<file path="src/rtl/id_match_stats_if.sv">
// id_match_stats_if: match/clear/pop inputs and statistics outputs of the identifier match-run tracker
interface id_match_stats_if #(
  parameter int CNT_W = 16,
  parameter int LEN_W = 8
);
  logic             match;
  logic             clr;
  logic             pop;
  logic [CNT_W-1:0] token_cnt;
  logic [LEN_W-1:0] cur_len;
  logic [LEN_W-1:0] max_len;
  logic             done;
  logic [LEN_W-1:0] len_out;
  logic             len_valid;
  logic             overflow;
  modport master (
    output match, clr, pop,
    input  token_cnt, cur_len, max_len, done, len_out, len_valid, overflow
  );
  modport slave (
    input  match, clr, pop,
    output token_cnt, cur_len, max_len, done, len_out, len_valid, overflow
  );
endinterface

</file>
<file path="src/rtl/id_match_stats.sv">
// id_match_stats: counts match runs, tracks current/longest run length and queues completed lengths in a FIFO
module id_match_stats #(
  parameter int CNT_W = 16,
  parameter int LEN_W = 8,
  parameter int DEPTH = 4
) (
  input logic clk,
  input logic reset_n,
  id_match_stats_if.slave bus
);
  localparam int PW = $clog2(DEPTH);
  logic             match_d, skip, done_q, ovf_q;
  logic [CNT_W-1:0] tok_q;
  logic [LEN_W-1:0] cur_q, max_q;
  logic [LEN_W-1:0] mem [DEPTH];
  logic [PW-1:0]    rd, wr;
  logic [PW:0]      cnt;
  logic             rise, cont, fall, push, pop_ok, full, push_ok;
  always_comb begin
    rise    = bus.match & ~match_d;
    cont    = bus.match & match_d;
    fall    = ~bus.match & match_d;
    push    = fall & ~skip;
    pop_ok  = bus.pop & (cnt != '0);
    full    = cnt == (PW+1)'(DEPTH);
    push_ok = push & (~full | pop_ok);
  end
  assign bus.token_cnt = tok_q;
  assign bus.cur_len   = cur_q;
  assign bus.max_len   = max_q;
  assign bus.done      = done_q;
  assign bus.overflow  = ovf_q;
  assign bus.len_valid = cnt != '0;
  assign bus.len_out   = (cnt != '0) ? mem[rd] : '0;
  always_ff @(posedge clk) begin
    if (!reset_n) begin
      match_d <= 1'b0;
      skip    <= 1'b0;
      done_q  <= 1'b0;
      ovf_q   <= 1'b0;
      tok_q   <= '0;
      cur_q   <= '0;
      max_q   <= '0;
      rd      <= '0;
      wr      <= '0;
      cnt     <= '0;
    end else begin
      match_d <= bus.match;
      if (bus.clr) begin
        // a run straddling clr keeps counting length but is never reported
        skip   <= bus.match;
        done_q <= 1'b0;
        ovf_q  <= 1'b0;
        tok_q  <= '0;
        cur_q  <= '0;
        max_q  <= '0;
        rd     <= '0;
        wr     <= '0;
        cnt    <= '0;
      end else begin
        done_q <= push;
        cur_q  <= rise ? LEN_W'(1) : cont ? ((cur_q == '1) ? cur_q : cur_q + 1'b1) : '0;
        if (rise && tok_q != '1) tok_q <= tok_q + 1'b1;
        if (fall) skip <= 1'b0;
        if (push && cur_q > max_q) max_q <= cur_q;
        if (push && !push_ok) ovf_q <= 1'b1;
        if (push_ok) begin
          mem[wr] <= cur_q;
          wr      <= wr + 1'b1;
        end
        if (pop_ok) rd <= rd + 1'b1;
        cnt <= cnt + {{PW{1'b0}}, push_ok} - {{PW{1'b0}}, pop_ok};
      end
    end
  end
endmodule

</file>
<file path="src/flat_wrapper.sv">
// flat-port wrapper written by rule: the top's interface ports become plain ports
module id_match_stats_flat 
#(
  parameter int CNT_W = 16,
  parameter int LEN_W = 8,
  parameter int DEPTH = 4
)
  (clk, reset_n, bus_match, bus_clr, bus_pop, bus_token_cnt, bus_cur_len, bus_max_len, bus_done, bus_len_out, bus_len_valid, bus_overflow);
  id_match_stats_if #(.CNT_W(CNT_W), .LEN_W(LEN_W)) bus_i ();
  input logic clk;
  input logic reset_n;
  input wire logic [$bits(bus_i.match)-1:0] bus_match;
  input wire logic [$bits(bus_i.clr)-1:0] bus_clr;
  input wire logic [$bits(bus_i.pop)-1:0] bus_pop;
  output wire logic [$bits(bus_i.token_cnt)-1:0] bus_token_cnt;
  output wire logic [$bits(bus_i.cur_len)-1:0] bus_cur_len;
  output wire logic [$bits(bus_i.max_len)-1:0] bus_max_len;
  output wire logic [$bits(bus_i.done)-1:0] bus_done;
  output wire logic [$bits(bus_i.len_out)-1:0] bus_len_out;
  output wire logic [$bits(bus_i.len_valid)-1:0] bus_len_valid;
  output wire logic [$bits(bus_i.overflow)-1:0] bus_overflow;
  assign bus_i.match = bus_match;
  assign bus_i.clr = bus_clr;
  assign bus_i.pop = bus_pop;
  assign bus_token_cnt = bus_i.token_cnt;
  assign bus_cur_len = bus_i.cur_len;
  assign bus_max_len = bus_i.max_len;
  assign bus_done = bus_i.done;
  assign bus_len_out = bus_i.len_out;
  assign bus_len_valid = bus_i.len_valid;
  assign bus_overflow = bus_i.overflow;
  id_match_stats #(.CNT_W(CNT_W), .LEN_W(LEN_W), .DEPTH(DEPTH)) u_core (.clk(clk), .reset_n(reset_n), .bus(bus_i));
endmodule
</file>
<file path="config.mk">
export PLATFORM = sky130hd
export DESIGN_NAME = id_match_stats_flat
export DESIGN_NICKNAME = d
export VERILOG_FILES = /design/src/rtl/id_match_stats_if.sv /design/src/rtl/id_match_stats.sv /design/src/flat_wrapper.sv
export SDC_FILE = /design/constraint.sdc
export NUM_CORES = 1
export LEC_CHECK = 0
export ABC_AREA = 1
export BUFFER_PORTS_ARGS = -buffer_cell sky130_fd_sc_hd__buf_2
export CAP_MARGIN = 0
export CORE_MARGIN = 5
export CORE_UTILIZATION = 50
export DETAILED_ROUTE_END_ITERATION = 16
export PLACE_DENSITY_LB_ADDON = 0.15
export SYNTH_ARGS = -nofsm -noshare
export SYNTH_HDL_FRONTEND = slang
export SYNTH_SLANG_ARGS = --single-unit
</file>
<file path="constraint.sdc">
create_clock -name clk -period 4.9 [get_ports clk]
set_input_delay 0.245 -clock clk [delete_from_list [all_inputs] [get_ports clk]]
set_output_delay 0.245 -clock clk [all_outputs]
set_load 0.05 [all_outputs]
</file>
* After elaboration in Yosys (flattened, before gate mapping)
Memories as Yosys holds them, arrays and structs flattened. A register that Yosys moved wholly into a read port is not among the register bits. Cells that the tools add are included.
Storage, ports and cells: word-level logic and storage cells 56, memory bits (writable) 32, output and inout port bits 43, input port bits 5, flip-flop bits (word level) 43, memories kept 1
Cells by class: bitwise logic cells 13, reduce and logical (&&, ||, !) cells 8, $add $sub $neg 6, muxes and demuxes 12, equal/unequal tests 4, magnitude comparators 1
Memories:
- u_core.mem | depth 4, width 8, read ports 1, clocked after Yosys merged registers in 1, write ports 1, line id_match_stats.sv:15 | logic [LEN_W-1:0] mem [DEPTH];
Operators with widths (count):
- 16-bit by 1-bit adder with 16-bit output (second input constant) | 1
- 16-bit inequality test (second input constant) | 1
- 1-bit 2-to-1 mux | 9
- 8-bit by 1-bit adder with 8-bit output (second input constant) | 1
- 8-bit == test (second input constant) | 1
- 8-bit greater-than comparator | 1
- 8-bit 2-to-1 mux | 1
- 1-bit bitwise AND | 6
- 1-bit NOT | 6
- 2-bit by 1-bit adder with 2-bit output (second input constant) | 2
- 2-bit 2-to-1 mux | 2
- 4-bit OR reduction | 1
- 3-bit by 1-bit adder with 3-bit output | 1
- 3-bit == test (second input constant) | 1
- 1-bit logical AND | 3
- 3-bit by 2-bit inequality test with 1-bit output (second input constant) | 1
- 3-bit nonzero test | 1
- 3-bit by 1-bit subtractor with 3-bit output | 1
- 2-bit nonzero test | 1
- 2-bit OR reduction | 1
- 1-bit zero test | 1
- 1-bit OR | 1

* Depth between registers and ports, before layout
depth in word-level cells 8, gate-level depth with buffers 13, mapped depth without buffers 12

* Worst setup path after synthesis
No wires, ideal clock.
kind reg-to-reg, start point register u_core.cnt[0], end point register u_core.cnt[2], arrival 1.994 ns, cell stages (with the launch flop) 11, path slack 2.782 ns, period minus slack after synthesis 2.118 ns, required time 4.776 ns, setup time 0.124 ns, path buffers 0, path through dfxtp_1 > nor3_4 > nor2_1 > ha_1 > inv_1 > ha_1 > inv_1 > fa_1 > xor2_1 > o21ai_0 > a21oi_1
On the way: longest elaborated chain between the ends 6, elaborated cells on any way between the ends 8, those cells by class add/sub: 2; eq/ne: 1; bitwise: 4; reduce/logical: 1
Ends and longest elaborated chain:
- from (decl) | line id_match_stats.sv:17 | logic [PW:0] cnt;
- from (signal assigned) | line id_match_stats.sv:72 | cnt <= cnt + {{PW{1'b0}}, push_ok} - {{PW{1'b0}}, pop_ok};
- 3-bit nonzero test (*) | line id_match_stats.sv:24 | pop_ok = bus.pop & (cnt != '0);
- 1-bit bitwise AND (*) | line id_match_stats.sv:24
- via u_core.pop_ok | line id_match_stats.sv:18 | logic rise, cont, fall, push, pop_ok, full, push_ok;
- 1-bit OR | line id_match_stats.sv:26 | push_ok = push & (~full | pop_ok);
- 1-bit bitwise AND | line id_match_stats.sv:26
- 3-bit by 1-bit adder with 3-bit output | line id_match_stats.sv:72
- 3-bit by 1-bit subtractor with 3-bit output (*) | line id_match_stats.sv:72
The timed path passes the listed nets; every way through them passes the cells marked *. A chain may end at the register's enable or synchronous reset.

* Worst setup path in the final report
Ends and elaborated chain as after synthesis.

==> impl_metrics.py <==
metrics = {
    "outcome": {
        "status": "finished clean",
    },
    "sta": {
        "grt_setup_unrepaired": "false",
        "max_freq_mhz": 416.3,
        "fin_setup_tns_ns": 0,
        "finalMaxSlewViolations": 0,
        "tightest_slew_ns": 0.7338,
        "fin_ws_ns": 2.498,
        "hold_violations": 0,
        "finClkSkew_ns": 0.008033,
        "relSlewSlack_pct": 50.90,
        "period_share_pct": 49.02,
        "setup_violations": 0,
        "fin_crit_ns": 2.402,
    },
    "critical_path": {
        "endpoint_kind": "flip-flop",
        "reg2reg_from": "u_core.cnt[0]$_SDFF_PP0_",
        "rr_worst_depth": 10,
        "path_max_fanout": 10,
        "cpPeakStageDelay_ns": 0.42,
        "worstPathArrival_ns": 2.68,
        "ff2ff_setup_slack_ns": 2.50,
        "path_cells": "nor3_4 -> nor2_1 -> ha_1 -> inv_1 -> ha_1 -> inv_1 -> fa_1 -> xor2_1 -> o21ai_0 -> a21oi_1",
        "crit_path_top_delay_cell": "nor3_4",
        "regToRegEndpoint": "u_core.cnt[2]$_SDFF_PP0_",
        "path_class": "flip-flop to flip-flop",
        "critPathBufInv": 2,
        "crit_path_start_kind": "flip-flop",
        "crit_family": "adder cells",
        "cp.required_ns": 5.18,
    },
    "finish": {
        "final_nets": 519,
        "drive_above_1_share_pct": 15.54,
        "diodes": 0,
        "area_growth_pct": 14.25,
        "layout_common_cells": "nand2_1 (85), nor2_1 (84), inv_1 (53), buf_2 (47), dfxtp_1 (45)",
        "fillers": 706,
        "final_common_cell": "nand2_1",
    },
    "cts": {
        "cts_resized": 0,
        "cts-root-buf": "clkbuf_8",
        "cts_max_path_buffers": 2,
        "clock_latency_ns": 0.35,
        "cts_tree": "built",
        "h-tree-depth": 3,
        "cts_setup_buffers": 0,
        "cts_num_sinks": 77,
        "cts_buffers": 9,
        "hold_buffers": 0,
        "clkTransAtPathRegs_ns": 0.09,
    },
    "synth": {
        "yosysTopAreaCell": "edfxtp_1",
        "syn_nets": 471,
        "ys_types": 30,
        "ys_ff_latch": 77,
        "synth.top_cell.area_share_pct": 25.99,
        "synth_cells": 449,
        "netlist_area_mm2": 0.003697,
        "synth_seq_area_share_pct": 50.36,
        "synthTopCellsByArea": "edfxtp_1 (26%), dfxtp_1 (24%), nand2_1 (8.6%)",
        "yosys_warnings": 0,
        "syn-mean-instance-area_um2": 8.235,
    },
    "hold_path": {
        "hold_depth": 3,
        "min_path_type": "input pin to flip-flop",
        "min_to": "u_core.match_d$_SDFF_PN0_",
        "worstHoldStart": "bus_match",
    },
    "power_and_ir_drop": {
        "peakVddDrop_uv": 173.8,
        "intPower_uw": 982.0,
        "powerDensity_mw_per_mm2": 309.7,
        "pwr-share-clk_pct": 42.4,
        "pwr-share-comb_pct": 6.2,
        "switching_power_uw": 326.3,
        "seq_power_share_pct": 51.5,
        "leakagePower_nw": 1.715,
        "switching_share_pct": 24.94,
    },
    "route": {
        "finalWirelength_mm": 7.621,
        "viasPerCell": 4.945,
        "highest_layer": "met4",
        "first_iter_violations": 146,
        "wl_met2_mm": 3.557,
        "firstDrtPassIters": 4,
        "num_vias": 2972,
        "wl_per_cell_um": 12.68,
        "met1Wirelength_mm": 3.661,
        "drc": 0,
        "wl_met3_um": 284,
        "drtAntennaViolNets": 0,
    },
    "die": {
        "dieArea_mm2": 0.009214,
        "core-area_mm2": 0.007214,
        "rows": 31,
        "die_h_um": 95.99,
        "ios": 48,
        "die_w_um": 95.99,
        "initial_core_util_pct": 51.25,
    },
    "global_routing": {
        "grt_pass1_vias": 2865,
        "grt-ovfl-total": 0,
        "antenna_found_initial": 0,
        "grt.total_usage_pct": 18.19,
        "grt_max_degree": 19,
        "grt_pass1_wl_mm": 13.08,
    },
    "placement": {
        "hpwl_mm": 5.379,
        "dp_slack_ns": 2.509,
        "portBuffers": 47,
        "globalplace.congestion": 0.8616,
    },
    "run": {
        "cap_violations": 0,
    },
}
==> power groups by stage <==
stage | logic [mW] | clock network, mW | registers [mW]
6_report | 0.0807 | 0.554 | 0.673
5_1_grt | 0.0890 | 0.594 | 0.674
4_1_cts | 0.0816 | 0.563 | 0.673
3_5_place_dp | 0.0812 | 0 | 0.688
3_3_place_gp | 0.0802 | 0 | 0.688
2_1_floorplan | 0.0600 | 0 | 0.692
==> synthesized netlist by cell type, drive strengths merged <==
cell type	n
a211oi	1
a21oi	41
buf	7
clkbuf	3
clkinv	2
dfxtp	45
edfxtp	32
fa	1
ha	16
inv	55
nand2	87
nand3	21
nand4	5
nor2	86
nor3	2
o211a	2
o21a	1
o21ai	33
xnor2	4
xor2	5
==> worst register-to-register path, delay by kind of cell, from the launching register on <==
family	cells	cell delay, ns
simple gates	2	0.59
buf+inv	2	0.10
fa+ha+maj	3	0.85
compound gates	2	0.24
xor+xnor	1	0.18
flops	1	0.36
==> state kept, by name (all words and copies together) (netlist names), named ones only <==
register / flops
u_core.mem: 32
u_core.cnt: 3
u_core.bus.cur_len: 8
u_core.skip: 1
u_core.bus.max_len: 8
u_core.rd: 2
u_core.bus.overflow: 1
u_core.match_d: 1
u_core.bus.token_cnt: 16
u_core.wr: 2
u_core.bus.done: 1
==> stage by stage <==
step	utilization (%)	instance area (µm²)	instances	total power, mW	hold WS [ns]
final	58.55	4224	601	1.308	0.1125
after global routing	58.55	4224	601	1.357	0.1319
after CTS	58.55	4224	601	1.318	0.1014
after detailed placement	55.38	3995	585	0.7694	0.4660
after global placement	55.38	3995	585	0.7680	0.4489
after floorplan	-	3697	449	0.7517	0.3565
==> worst max path at each step <==
stage	end	slack, ns	from	depth (start not counted)
2_1_floorplan	u_core.cnt[2]$_SDFF_PP0_	2.78	u_core.cnt[0]$_SDFF_PP0_	10
3_3_place_gp	u_core.cnt[2]$_SDFF_PP0_	2.61	u_core.cnt[0]$_SDFF_PP0_	10
3_5_place_dp	u_core.cnt[2]$_SDFF_PP0_	2.51	u_core.cnt[0]$_SDFF_PP0_	10
4_1_cts	u_core.cnt[2]$_SDFF_PP0_	2.49	u_core.cnt[0]$_SDFF_PP0_	10
5_1_grt	u_core.cnt[2]$_SDFF_PP0_	2.24	u_core.cnt[0]$_SDFF_PP0_	10
6_report	u_core.cnt[2]$_SDFF_PP0_	2.50	u_core.cnt[0]$_SDFF_PP0_	10
==> metal layers <==
layer	vias up	track usage, %
met4	0	7.701
met2	54	30.13
met3	13	3.987
met1	1346	22.81
met5	-	0
li1	1559	-
==> kinds of logic (layout without fill, tap and decap cells) <==
family          after synthesis  after routing  share of synthesized area [%]
compound gates               78             78                          11.88
xor+xnor                      9              9                          2.132
flops                        77             77                          50.36
buf+inv                      67            120                          7.445
fa+ha+maj                    17             17                          5.956
simple gates                201            201                          22.23
==> cell type report <==
type | count | area, µm² | share of cell area, %
multi-input cells | 305 | 1560 | 36.94
inverters | 57 | 214.0 | 5.065
clock buffers | 9 | 123.9 | 2.932
repair buffers | 47 | 235.2 | 5.569
flip-flops and latches | 77 | 1862 | 44.08
well taps | 99 | 123.9 | 2.932
clock inverters | 7 | 105.1 | 2.488
(Power assumes the default switching activity.)
